## src/rtl/fifo_ctrl5_32.sv

```systemverilog
`default_nettype none
// ============================================================================
// Module  : fifo_ctrl5_32
// Brief   : Pointer/flag controller for a 32-entry register-file FIFO.
//           Generates write word-select and read-mux select, arbitrates
//           simultaneous requests, tracks occupancy, thresholds and errors.
// Revision: 1.0 - initial release
// ============================================================================
module fifo_ctrl5_32 #(
    parameter int ADDR_W    = 5,
    parameter int AFULL_TH  = 28,
    parameter int AEMPTY_TH = 4
) (
    input  logic              clk,
    input  logic              rst,
    input  logic              wr_req,
    input  logic              rd_req,
    input  logic              err_clr,
    output logic              wr_ack,
    output logic              rd_ack,
    output logic              wr_sel_en,
    output logic [ADDR_W-1:0] wr_addr,
    output logic [ADDR_W-1:0] rd_addr,
    output logic [ADDR_W:0]   count,
    output logic              full,
    output logic              empty,
    output logic              almost_full,
    output logic              almost_empty,
    output logic              ovf_err,
    output logic              udf_err
);

    localparam int            c_DEPTH_INT = 1 << ADDR_W;
    localparam logic [ADDR_W:0] c_DEPTH   = c_DEPTH_INT[ADDR_W:0];
    localparam logic [ADDR_W:0] c_AFULL   = AFULL_TH[ADDR_W:0];
    localparam logic [ADDR_W:0] c_AEMPTY  = AEMPTY_TH[ADDR_W:0];
    localparam logic [ADDR_W:0] c_ONE     = {{ADDR_W{1'b0}}, 1'b1};

    logic [ADDR_W:0] r_wr_ptr;
    logic [ADDR_W:0] r_rd_ptr;
    logic [ADDR_W:0] r_count;
    logic            r_full;
    logic            r_empty;
    logic            r_almost_full;
    logic            r_almost_empty;
    logic            r_ovf_err;
    logic            r_udf_err;

    logic            w_wr_ack;
    logic            w_rd_ack;
    logic [ADDR_W:0] w_count_nxt;

    // Acks use only registered flags: a same-cycle read never frees room for
    // a write when full, and a same-cycle write is never readable when empty.
    assign w_wr_ack = wr_req & ~r_full;
    assign w_rd_ack = rd_req & ~r_empty;

    always_comb begin
        w_count_nxt = r_count;
        unique case ({w_wr_ack, w_rd_ack})
            2'b10:   w_count_nxt = r_count + c_ONE;
            2'b01:   w_count_nxt = r_count - c_ONE;
            default: w_count_nxt = r_count;
        endcase
    end

    always_ff @(posedge clk) begin
        if (rst) begin
            r_wr_ptr       <= '0;
            r_rd_ptr       <= '0;
            r_count        <= '0;
            r_full         <= 1'b0;
            r_empty        <= 1'b1;
            r_almost_full  <= 1'b0;
            r_almost_empty <= 1'b1;
            r_ovf_err      <= 1'b0;
            r_udf_err      <= 1'b0;
        end else begin
            if (w_wr_ack) r_wr_ptr <= r_wr_ptr + c_ONE;
            if (w_rd_ack) r_rd_ptr <= r_rd_ptr + c_ONE;
            r_count        <= w_count_nxt;
            r_full         <= (w_count_nxt == c_DEPTH);
            r_empty        <= (w_count_nxt == '0);
            r_almost_full  <= (w_count_nxt >= c_AFULL);
            r_almost_empty <= (w_count_nxt <= c_AEMPTY);
            // A new error in the clear cycle keeps the flag set.
            r_ovf_err      <= (wr_req & r_full)  | (r_ovf_err & ~err_clr);
            r_udf_err      <= (rd_req & r_empty) | (r_udf_err & ~err_clr);
        end
    end

    assign wr_ack       = w_wr_ack;
    assign rd_ack       = w_rd_ack;
    assign wr_sel_en    = w_wr_ack;
    assign wr_addr      = r_wr_ptr[ADDR_W-1:0];
    assign rd_addr      = r_rd_ptr[ADDR_W-1:0];
    assign count        = r_count;
    assign full         = r_full;
    assign empty        = r_empty;
    assign almost_full  = r_almost_full;
    assign almost_empty = r_almost_empty;
    assign ovf_err      = r_ovf_err;
    assign udf_err      = r_udf_err;

endmodule
`default_nettype wire

```

## config.mk

```make
export PLATFORM = sky130hd
export DESIGN_NAME = fifo_ctrl5_32
export DESIGN_NICKNAME = d
export VERILOG_FILES = /design/src/rtl/fifo_ctrl5_32.sv
export SDC_FILE = /design/constraint.sdc
export NUM_CORES = 1
export LEC_CHECK = 0
export ABC_AREA = 1
export CAP_MARGIN = 20
export CORE_MARGIN = 2
export CORE_UTILIZATION = 40
export DETAILED_ROUTE_END_ITERATION = 7
export HOLD_SLACK_MARGIN = 0.1
export PLACE_DENSITY = 0.75
export SETUP_SLACK_MARGIN = 0.4
export SLEW_MARGIN = 20
export SYNTH_ARGS = -nofsm -noshare
export SYNTH_HDL_FRONTEND = slang
export SYNTH_SLANG_ARGS = --single-unit
```

## constraint.sdc

```tcl
create_clock -name clk -period 3.4 [get_ports clk]
set_input_delay 0.51 -clock clk [delete_from_list [all_inputs] [get_ports clk]]
set_output_delay 0.51 -clock clk [all_outputs]
set_load 0.01 [all_outputs]
```

==> Word level (Yosys, flattened, before mapping) <==
Index checks and enable logic that the tools add are counted.
{ "word_totals": {"in_bits": 5, "out_inout_bits": 25, "mem_bits_rw": 0, "reg_bits": 24, "latch_bits": 0, "n_memories": 0, "romBits": 0, "wordCells": 31} }
{ "classes": {"magnitude_cmp": 2, "n_div": 0, "multipliers": 0, "eq_ne": 3, "n_bitwise": 11, "mux": 1, "n_reduce_logical": 1, "addsub": 4, "shift": 0} }
{ "ops": {"columns": ["op", "n"], "rows": [
  ["$add 6x1->6 const B", 3],
  ["$pmux 6 s2", 1],
  ["$and 1x1->1", 6],
  ["$eq 6x6->1 const B", 1],
  ["$ge 6x5->1 const B", 1],
  ["$le 6x3->1 const B", 1],
  ["$logic_not 6->1", 1],
  ["$sub 6x1->6 const B", 1],
  ["$not 1->1", 3],
  ["$eq 2x1->1 const B", 1],
  ["$eq 2x2->1 const B", 1],
  ["$or 1x1->1", 2]
]} }

==> Depth between registers and ports, before layout <==
Gate-level depths: netlist of the first run.
{ "depth": {"ltp_word": 5, "mapped_depth": 16, "mapped_depth_nobuf": 16} }

==> Worst setup path after synthesis of the first run <==
OpenSTA, ideal clock, no wires.
{ "synth_timing": {"kind": "input to register", "from": "in wr_req", "to": "reg r_almost_full (netlist: almost_full)", "setup_ns": 0.069, "stages": 15, "required_ns": 3.331, "n_path_buf": 0, "arrival_time_ns": 1.808, "slack_ns": 1.524, "cell_sequence": "inv_2 -> nor2_2 -> nor2_1 -> nand2_1 -> nand2_1 -> ha_1 -> inv_1 -> nand2_1 -> nand3_1 -> nand2_1 -> o21ai_2 -> inv_2 -> nor2_4 -> nand3_1 -> o21ai_1"} }
{ "synth_via": {"elab_chain_len": 4, "word_cells_on_any_way": 5, "cone_classes": "order compare: 1; eq/ne: 2; mux: 1; bitwise: 1"} }
{ "synth_rtl": {"columns": ["item", "line_no", "source"], "rows": [
  ["start, declared", "16", "input logic wr_req,"],
  ["$and 1x1->1 *", "55", "assign w_wr_ack = wr_req & ~r_full;"],
  ["via wr_ack", "19", "output logic wr_ack,"],
  ["$eq 2x1->1 or $eq 2x2->1 (tied branches)", "60", "unique case ({w_wr_ack, w_rd_ack})"],
  ["$pmux 6 s2 *", "60", null],
  ["$ge 6x5->1 *", "84", "r_almost_full <= (w_count_nxt >= c_AFULL);"],
  ["end signal, assigned", "84", null],
  ["end, declared", "44", "logic r_almost_full;"]
]} }
Mark *: on every way through the listed nets, which the timed path passes. The rest lies on a longest branch.
A chain may end at the register's enable or synchronous reset.

==> Worst setup path in the final report of the first run <==
{ "layout_timing": {"from": "in wr_req", "to": "out wr_ack"} }
{ "layout_via": {"elab_chain_len": 1} }
{ "layout_rtl": {"columns": ["item", "line_no"], "rows": [
  ["$and 1x1->1", "55"],
  ["end, declared", "19"]
]} }
Every way passes these cells.

==> summary.txt, run 1 <==
Critical path
  – Critical Path Fanout Max: 6
  – Startpoint Class: input port
  – WS Path Type: input port to output pin
  – Critical Path AT: ~1.9 ns
  – Slowest cell on crit path: clkdlybuf4s50_1
  – CP endpoint kind: output pin
  – CP dominant cell by count: clkdlybuf4s50_1
  – Critical-path cell list: clkdlybuf4s50_1 -> inv_2 -> nor2_2 -> clkdlybuf4s50_1
  – Flop2flop setup slack: ~1.4 ns
  – Req. time, crit path: 2.89 ns
  – CP max stage delay: 0.60 ns

Detailed routing
  – Wire per inst: 10.9 um
  – DR pass1 iterations: 6
  – Drt total wl: 2590 um
  – Post-route ant nets: 0
  – First-iteration detailed-routing DRC count: 50
  – Routed vias: around 1100
  – Drc violations: 2
  – Drt via density: 4.78

Logic synthesis
  – Count leader, synth: nand2_1
  – Synth top area cells: dfxtp_1 37%, nand2_1 12%, nand3_1 8.4%
  – FF+latch count, synth: 22
  – Top-area cell type share of the netlist area: 36.8%
  – Leading area contributor after synthesis: dfxtp_1
  – Avg Cell Area, Syn: around 6.8 um2
  – Synth Flop Type: dfxtp_1
  – Synth Warn #: 0
  – Synthesized instance count: around 180
  – Post-synth top cells: 39 x nand2_1, 25 x nor2_1, 22 x dfxtp_1, 20 x nand3_1, 17 x inv_1
  – EDFF count, synth: 0
  – Asr flop ratio synth: 0%
  – Post-Syn Nets: about 190
  – Synthesized area: ~0.0012 mm2
  – Sequential fraction of the synthesis area: between 30% and 40%
  – Cell variety after synth: 23

Final layout
  – Antenna diodes: 0
  – Fin area: ~0.0016 mm2
  – Final nets: 217
  – Area Overhead vs Synth: 29.6%
  – Layout cells sized above 1: about an eighth

Global routing
  – Initial antenna violation count: 0
  – Vias in the first global route: between 1000 and 1500
  – Largest net degree at the start of global routing: 16
  – First-pass GRT wire length: 4330 um
  – GRT Total Usage: ~16%
  – Gr ovfl total: 0

STA
  – Final critical-path share of the clock period: 71.6%
  – Final setup TNS: 0 ns
  – Worst-margin pin slew: approximately 0.63 ns
  – Crit path time final: about 2.4 ns
  – Max Freq: 0.411 GHz
  – Hold Fails Final Rpt: 0
  – Setup-failing EPs final: 0
  – Clock Skews: about 0.00063 ns
  – WHS: 0.465 ns
  – Slew Viols, Final: 0
  – Slew HR: roughly 58%
  – RSZ-0062 raised after global routing: no

Power
  – Pwr Density: around 590 mW/mm2
  – Worst vdd ir: between 0.2 and 0.3 mV
  – Total Power: about 0.92 mW
  – Clock network fraction of total power: approximately 15%
  – P_sw: 0.362 mW
  – P_int: 0.558 mW
  – Lkg Pwr: roughly 0.71 nW
  – Share of power burned in combinational logic: 46.1%
  – Seq pwr share: 38.8%
  – Switch share: between 30% and 40%

CTS
  – Post-CTS setup buffers: 0
  – Root buffer cell: clkbuf_4
  – Num CTS Buffers: 3
  – Hold-fix buffers, CTS: 0
  – Post-cts sizing count: 0
  – Clk slew on worst S/H paths: approximately 0.11 ns
  – Clock buffer depth: 2
  – Worst-Skew Late Latency: around 0.3 ns
  – Htree depth: 1
  – CTS tree: built
  – CTS Sinks: 22

Floorplan
  – Die W: between 50 and 60 um
  – Cell Rows: 19
  – Die Y: ~60 um
  – Io pins: 30
  – Starting Density: a little over two fifths
  – CORE AREA: 0.00281 mm2
  – Full die area: ~0.0034 mm2

Place
  – Port bufs: 29
  – Global placer's final weighted congestion: 0.965
  – Cell Area, Placed: ~0.0015 mm2
  – Post-DP HPWL: just under 2000 um

Worst hold path
  – Tightest Hold Check Type: flip-flop to flip-flop

Flow run
  – Max-cap viol count: 0

Run status
  – Status: complete, but fails checks
  – Failing checks: design-rule violations
-- cells in the final DEF (no fill, tap or decap), types with 5 or more instances in the layout --
cell and instances:
nand2_1 39, clkdlybuf4s50_1 29, nor2_1 25, inv_2 8
o21ai_0 5, a21oi_1 8, dfxtp_1 22, inv_1 17
nand2_2 8, nand3_1 20
-- layer usage --
| layer | routed length, um | GRT usage [%] |
|---|---|---|
| met5 | 0 | 0 |
| met4 | 14 | 3.25 |
| met3 | 176 | 4.62 |
| met2 | 1130 | 24.6 |
| met1 | 1270 | 23.0 |
-- registers in the layout, summed over array words and instances (netlist names) --
register / cells
ovf_err: 1
r_rd_ptr: 5
r_wr_ptr: 5
almost_empty: 1
count: 6
full: 1
udf_err: 1
empty: 1
almost_full: 1
-- kinds of logic (layout without fill, tap and decap cells) --
logic type               count (synthesis)  after routing  synth area share, %
flip-flops                              22             22                 36.8
adder cells (fa/ha/maj)                  4              4                 4.18
AND/OR/NAND/NOR                        103            103                 40.3
AO/OA/AOI/OAI                           16             16                 7.01
buffers and inverters                   27             58                 8.79
XOR/XNOR                                 4              4                 2.93
-- cell type report --
| type | count | area, um2 |
|---|---|---|
| well taps | 31 | 38.8 |
| multi-input cells | 127 | 651 |
| inverters | 25 | 93.8 |
| flip-flops and latches | 22 | 440 |
| clock buffers | 4 | 36.3 |
| repair buffers | 29 | 290 |
| fillers | 276 | 1250 |
-- final timing paths --
check,startpoint,to,cells past startpoint
max,wr_req,wr_ack,4
min,udf_err,udf_err,2
max reg2reg,full,almost_full,15
min reg2reg,udf_err,udf_err,2
-- worst max-delay path: cells and delay by family --
kind	cells	cell delay, ns
buffers and inverters	3	1.18
AND/OR/NAND/NOR	1	0.24
-- power groups by stage --
stage / logic, mW / clock network (mW) / registers (mW)
2_1_floorplan: 0.249 / 0 / 0.377
3_3_place_gp: 0.420 / 0 / 0.365
3_5_place_dp: 0.420 / 0 / 0.363
4_1_cts: 0.423 / 0.144 / 0.358
5_1_grt: 0.477 / 0.157 / 0.366
6_report: 0.424 / 0.139 / 0.357
-- through the flow --
step,std cells,util [%],setup slack [ns]
6_report,238,55.3,0.967
5_1_grt,238,55.3,0.815
4_1_cts,238,55.3,0.975
3_5_place_dp,234,54.0,0.734
3_3_place_gp,234,54.0,0.689
2_1_floorplan,176,-,1.52
(Power assumes the default switching activity.)
==> run 2, diff against run 1 <==
==> constraint.sdc (replaced) <==
create_clock -name clk -period 2.27 [get_ports clk]
set_input_delay 0.3405 -clock clk [delete_from_list [all_inputs] [get_ports clk]]
set_output_delay 0.3405 -clock clk [all_outputs]
set_load 0.01 [all_outputs]
==> summary.txt, run 2 (synthesized netlist as in run 1, its figures left out) <==
Run status
  – Status: complete, but fails checks
  – Failing checks: design-rule violations

Floorplan
  – Die W: ~60 um
  – Starting Density: between 40% and 50%
  – Cell Rows: 19
  – Die Y: ~59 um
  – Full die area: 0.00344 mm2
  – CORE AREA: 0.00281 mm2
  – Io pins: 30

Final layout
  – Antenna diodes: 0
  – Layout cells sized above 1: between 20 and 30%
  – Area Overhead vs Synth: 48.4%
  – Commonest non-fill, non-tap cell in the layout: nand2_1
  – Largest register FFs: 6
  – Most frequent cells in the layout: 33 x nand2_1, 24 x clkdlybuf4s50_1, 23 x nor2_1
  – Final nets: 235
  – Layout Cells excl Fill: between 200 and 300

Global routing
  – Largest net degree at the start of global routing: 14
  – Vias in the first global route: between 1000 and 1500
  – Initial antenna violation count: 0
  – First-pass GRT wire length: approximately 5000 um
  – GRT Total Usage: 19.0%
  – Gr ovfl total: 0

CTS
  – CTS tree: built
  – Worst-Skew Late Latency: between 0.3 and 0.4 ns
  – Root buffer cell: clkbuf_4
  – Clock buffer depth: 2
  – Num CTS Buffers: 3
  – Hold-fix buffers, CTS: 0
  – Htree depth: 1
  – Clk slew on worst S/H paths: about 0.12 ns
  – CTS Sinks: 22

Critical path
  – WS Path Type: flip-flop to flip-flop
  – Worst R2R Start: empty
  – Slowest cell on crit path: dfxtp_4
  – CP max stage delay: between 0.4 and 0.5 ns
  – Startpoint Class: flip-flop
  – Critical Path AT: ~2.1 ns
  – Critical Path Fanout Max: 4
  – CP dominant cell by count: nand2_2
  – CP endpoint kind: flip-flop
  – Req. time, crit path: approximately 2.5 ns
  – Critical-path cell list: inv_1 -> nand2_2 -> nor2_4 -> nand2_2 -> nand2_2 -> ha_4 -> inv_2 -> nand2_2 -> nand3_2 -> buf_4 -> nand2_1 -> o21ai_2 -> inv_2 -> nor2_4 -> nand3_2 -> o21ai_2
  – Worst Setup SP: empty

STA
  – Worst-margin pin slew: 0.421 ns
  – Hold Fails Final Rpt: 0
  – Final setup TNS: 0 ns
  – Max Freq: around 0.53 GHz
  – RSZ-0062 raised after global routing: yes
  – Slew Viols, Final: 0
  – Crit path time final: 1.88 ns
  – Setup-failing EPs final: 0
  – Slew HR: 71.9%
  – Clock Skews: around 0.0063 ns
  – Final critical-path share of the clock period: between 80% and 90%

Power
  – Clock network fraction of total power: 18.4%
  – Worst vdd ir: between 0.5 and 0.6 mV
  – P_int: ~1.0 mW
  – Lkg Pwr: 0.829 nW
  – Pwr Density: ~900 mW/mm2
  – Share of power burned in combinational logic: 48.0%
  – Switch share: a little under two fifths
  – Seq pwr share: between 30% and 40%
  – P_sw: 0.624 mW

Place
  – Placed cells: around 240
  – Post-DP HPWL: between 2000 and 2500 um
  – Global placer's final weighted congestion: between 0.9 and 1
  – Port bufs: 29

Detailed routing
  – Drt total wl: about 3100 um
  – Routed vias: 1248
  – Wire per inst: approximately 12 um
  – DR pass1 iterations: 6
  – Drc violations: 2
  – Drt via density: between 4 and 5
  – First-iteration detailed-routing DRC count: 50
  – Post-route ant nets: 0

Flow run
  – Max-cap viol count: 0

Worst hold path
  – Tightest Hold Check Type: input port to flip-flop
  – Worst hold path startpoint: rd_req
==> run 2: cell types whose count changed in the layout (fill, tap and decap cells not counted), sizes merged <==
cell / before / now
buf: 0 / 18
bufinv: 0 / 1
clkbuf: 4 / 3
clkdlybuf4s50: 29 / 24
dlygate4sd2: 0 / 4
dlymetal6s2s: 0 / 1
==> run 2: path summary, 6_finish.rpt <==
path                  to  slack [ns]  cells after the start
max          almost_full        0.39                     16
min              udf_err        0.45                      3
max reg2reg  almost_full        0.39                     16
min reg2reg      ovf_err        0.47                      2
==> run 2: per-layer routing <==
metal  share of wire, %  vias up  track usage [%]
li1                   -      657                -
met2                 47       37             30.3
met1                 44      545             23.8
met3                5.6        9             4.84
met4                2.8        0             9.42
met5                  0        -                0
==> run 2: stage by stage <==
step / hold WS (ns) / worst slack [ns] / cell area [um2] / power (mW) / utilization [%]
2_1_floorplan: 0.410 / 0.502 / 1200 / 0.937 / -
3_3_place_gp: 0.448 / -0.151 / 1590 / 1.23 / 56.6
3_5_place_dp: 0.453 / -0.103 / 1590 / 1.22 / 56.6
4_1_cts: 0.447 / 0.405 / 1710 / 1.57 / 61.1
5_1_grt: 0.462 / 0.270 / 1780 / 1.74 / 63.3
6_report: 0.445 / 0.388 / 1780 / 1.63 / 63.3
==> run 2: repair_timing <==
item | 4_1_cts | 5_1_grt
gates resized for setup | 13 | 16
cloned | 0 | 0
hold endpoints to repair | 0 | 0
pin swaps | 4 | 7
setup endpoints to repair | 7 | 6
setup buffers | 7 | 1
==> run 2: layout make-up <==
type | instances | area [um2]
fill | 248 | 1030
multi-input combinational | 127 | 718
sequential | 22 | 449
timing repair buffer | 47 | 423
inverter | 25 | 93.8
tap | 31 | 38.8
clock inverter | 1 | 30.0
clock buffer | 3 | 22.5
==> run 2: power groups by stage <==
stage               logic [mW]  clock network (mW)  registers [mW]
finish                   0.782               0.301           0.548
global route             0.859               0.322           0.557
CTS                      0.726               0.305           0.542
detailed placement       0.677                   0           0.547
global placement         0.682                   0           0.547
floorplan                0.373                   0           0.564
==> run 2: worst max-delay path, delay by kind of cell (launching register included) <==
family          cells  cell delay (ns)
simple gates        9             0.65
compound gates      2             0.31
flops               1             0.41
fa+ha+maj           1             0.16
buf+inv             4             0.29
==> run 3, diff against run 2 <==
==> constraint.sdc (replaced) <==
create_clock -name clk -period 1.9 [get_ports clk]
set_input_delay 0.285 -clock clk [delete_from_list [all_inputs] [get_ports clk]]
set_output_delay 0.285 -clock clk [all_outputs]
set_load 0.01 [all_outputs]
==> summary.txt, run 3 (synthesized netlist as in run 1, its figures left out) <==
Run status
  – Status: complete, but fails checks
  – Failing checks: design-rule violations

Floorplan
  – CORE AREA: approximately 0.0028 mm2
  – Full die area: between 0.003 and 0.004 mm2
  – Die W: a little under 60 um
  – Io pins: 30
  – Cell Rows: 19
  – Die Y: approximately 60 um
  – Starting Density: a little over two fifths

Place
  – Port bufs: 29
  – Placed cells: 248
  – Pre-CTS setup slack: -0.361 ns
  – Post-DP HPWL: between 2000 and 2500 um
  – Global placer's final weighted congestion: 1.01

Global routing
  – Met3 usage: under 10%
  – Largest net degree at the start of global routing: 14
  – GRT Total Usage: around a fifth
  – Gr ovfl total: 0
  – Global route hottest layer: met2
  – Vias in the first global route: roughly 1200
  – First-pass GRT wire length: roughly 5200 um
  – M1 GR Usage: 26.1%
  – Initial antenna violation count: 0
  – Met2 Track Usage GR: 32.1%

Critical path
  – Critical Path AT: approximately 2.0 ns
  – Startpoint Class: flip-flop
  – Req. time, crit path: between 2 and 2.5 ns
  – Slowest cell on crit path: dfxtp_4
  – WS Path Type: flip-flop to flip-flop
  – Critical Path Fanout Max: 5
  – CP max stage delay: roughly 0.40 ns
  – CP dominant cell by count: nand2_1
  – CP endpoint kind: flip-flop
  – Critical-path cell list: buf_6 -> nor2_4 -> ha_4 -> nand2_4 -> inv_1 -> nand2_1 -> nand2_2 -> inv_2 -> nand2_1 -> nand2_1 -> nand2_1 -> nand2_2 -> nand2_4 -> nand3_2 -> a21oi_1

Final layout
  – Largest register FFs: 6
  – Footprint of the multi-input gates: between 700 and 800 um2
  – Final nets: around 240
  – Antenna diodes: 0
  – Register area: between 400 and 500 um2
  – Filler cell count: 230
  – Area Overhead vs Synth: 58.4%
  – Most frequent cells in the layout: 28 x nand2_1, 23 x nor2_1, 17 x dlygate4sd2_1
  – Commonest non-fill, non-tap cell in the layout: nand2_1
  – Layout Cells excl Fill: 257
  – Final core occ: about two thirds
  – Layout cells sized above 1: about two fifths

Worst hold path
  – Tightest Hold Check Type: input port to flip-flop

CTS
  – Hold-fix buffers, CTS: 0
  – Worst-Skew Late Latency: 0.32 ns
  – Num CTS Buffers: 3
  – CTS tree: built
  – Clk slew on worst S/H paths: 0.14 ns
  – Clock buffer depth: 2
  – CTS Sinks: 22
  – Htree depth: 1
  – Root buffer cell: clkbuf_4

STA
  – Hold Fails Final Rpt: 0
  – Slew Viols, Final: 0
  – Clock Skews: roughly 0.0047 ns
  – Final critical-path share of the clock period: around 93%
  – Crit path time final: 1.77 ns
  – RSZ-0062 raised after global routing: yes
  – Setup-failing EPs final: 0
  – Slew HR: ~76%
  – Final worst slack: between 0.1 and 0.15 ns
  – Worst-margin pin slew: 0.364 ns
  – Max Freq: approximately 0.57 GHz

Detailed routing
  – DR pass1 iterations: 6
  – Drt total wl: ~3300 um
  – Drt via density: around 5.0
  – Wire per inst: roughly 13 um
  – Drc violations: 2
  – Routed vias: ~1300
  – Post-route ant nets: 0
  – First-iteration detailed-routing DRC count: 45

Power
  – P_sw: 0.857 mW
  – Share of power burned in combinational logic: 51.1%
  – Lkg Pwr: about 1.0 nW
  – Seq pwr share: a little under a third
  – P_int: about 1.3 mW
  – Clock network fraction of total power: between 10% and 20%
  – Worst vdd ir: slightly above 0.8 mV
  – Pwr Density: ~1100 mW/mm2
  – Total Power: approximately 2.1 mW
  – Switch share: between 40 and 50%

Flow run
  – Max-cap viol count: 0
==> run 3: cell types whose count changed in the layout (fill, tap and decap cells not counted), sizes merged <==
cell and delta:
clkbuf +2, buf +1, dlymetal6s2s +6, clkdlybuf4s50 -21, dlygate4sd2 +13
==> run 3: power groups by stage <==
stage,Sequential [mW],Clock [mW],Combinational (mW)
after detailed placement,0.656,0,0.915
after floorplan,0.680,0,0.471
after global placement,0.655,0,0.909
after global routing,0.685,0.392,1.20
final,0.675,0.371,1.09
after CTS,0.665,0.366,0.936
==> run 3: final cells by class <==
type	instances	share of cell area [%]
multi-input combinational	127	42.2
inverter	25	5.09
clock inverter	1	1.59
tap	31	2.05
clock buffer	3	1.19
timing repair buffer	48	22.7
sequential	22	25.2
==> run 3: final timing paths <==
path	start	end	slack (ns)	cells after the start
min	wr_req	ovf_err	0.42	3
max	empty	empty	0.13	15
min reg2reg	ovf_err	ovf_err	0.47	2
max reg2reg	empty	empty	0.13	15
==> run 3: stage by stage <==
| stage | instance area, um2 | setup TNS, ns | hold slack [ns] |
|---|---|---|---|
| floorplan | 1240 | 0 | 0.354 |
| global placement | 1660 | -2.13 | 0.450 |
| detailed placement | 1660 | -2.28 | 0.453 |
| CTS | 1770 | 0 | 0.414 |
| global route | 1890 | 0 | 0.435 |
| finish | 1890 | 0 | 0.415 |
==> run 3: repair_timing <==
| item | CTS | global route |
|---|---|---|
| hold endpoints to repair | 0 | 0 |
| buffers inserted | 2 | 3 |
| gates resized for setup | 50 | 34 |
| pin swaps | 3 | 9 |
| setup endpoints to repair | 29 | 19 |
==> run 3: metal layers <==
metal | part of all wire [%] | vias up
met4 | 2.1 | 0
met2 | 47 | 57
met3 | 7.2 | 11
li1 | - | 655
met5 | 0 | -
met1 | 43 | 574
==> run 3: critical path, delay by kind of cell, from the launching register on <==
family | cells | cell delay, ns
compound gates | 1 | 0.14
fa+ha+maj | 1 | 0.17
flops | 1 | 0.40
buf+inv | 3 | 0.22
simple gates | 10 | 0.77
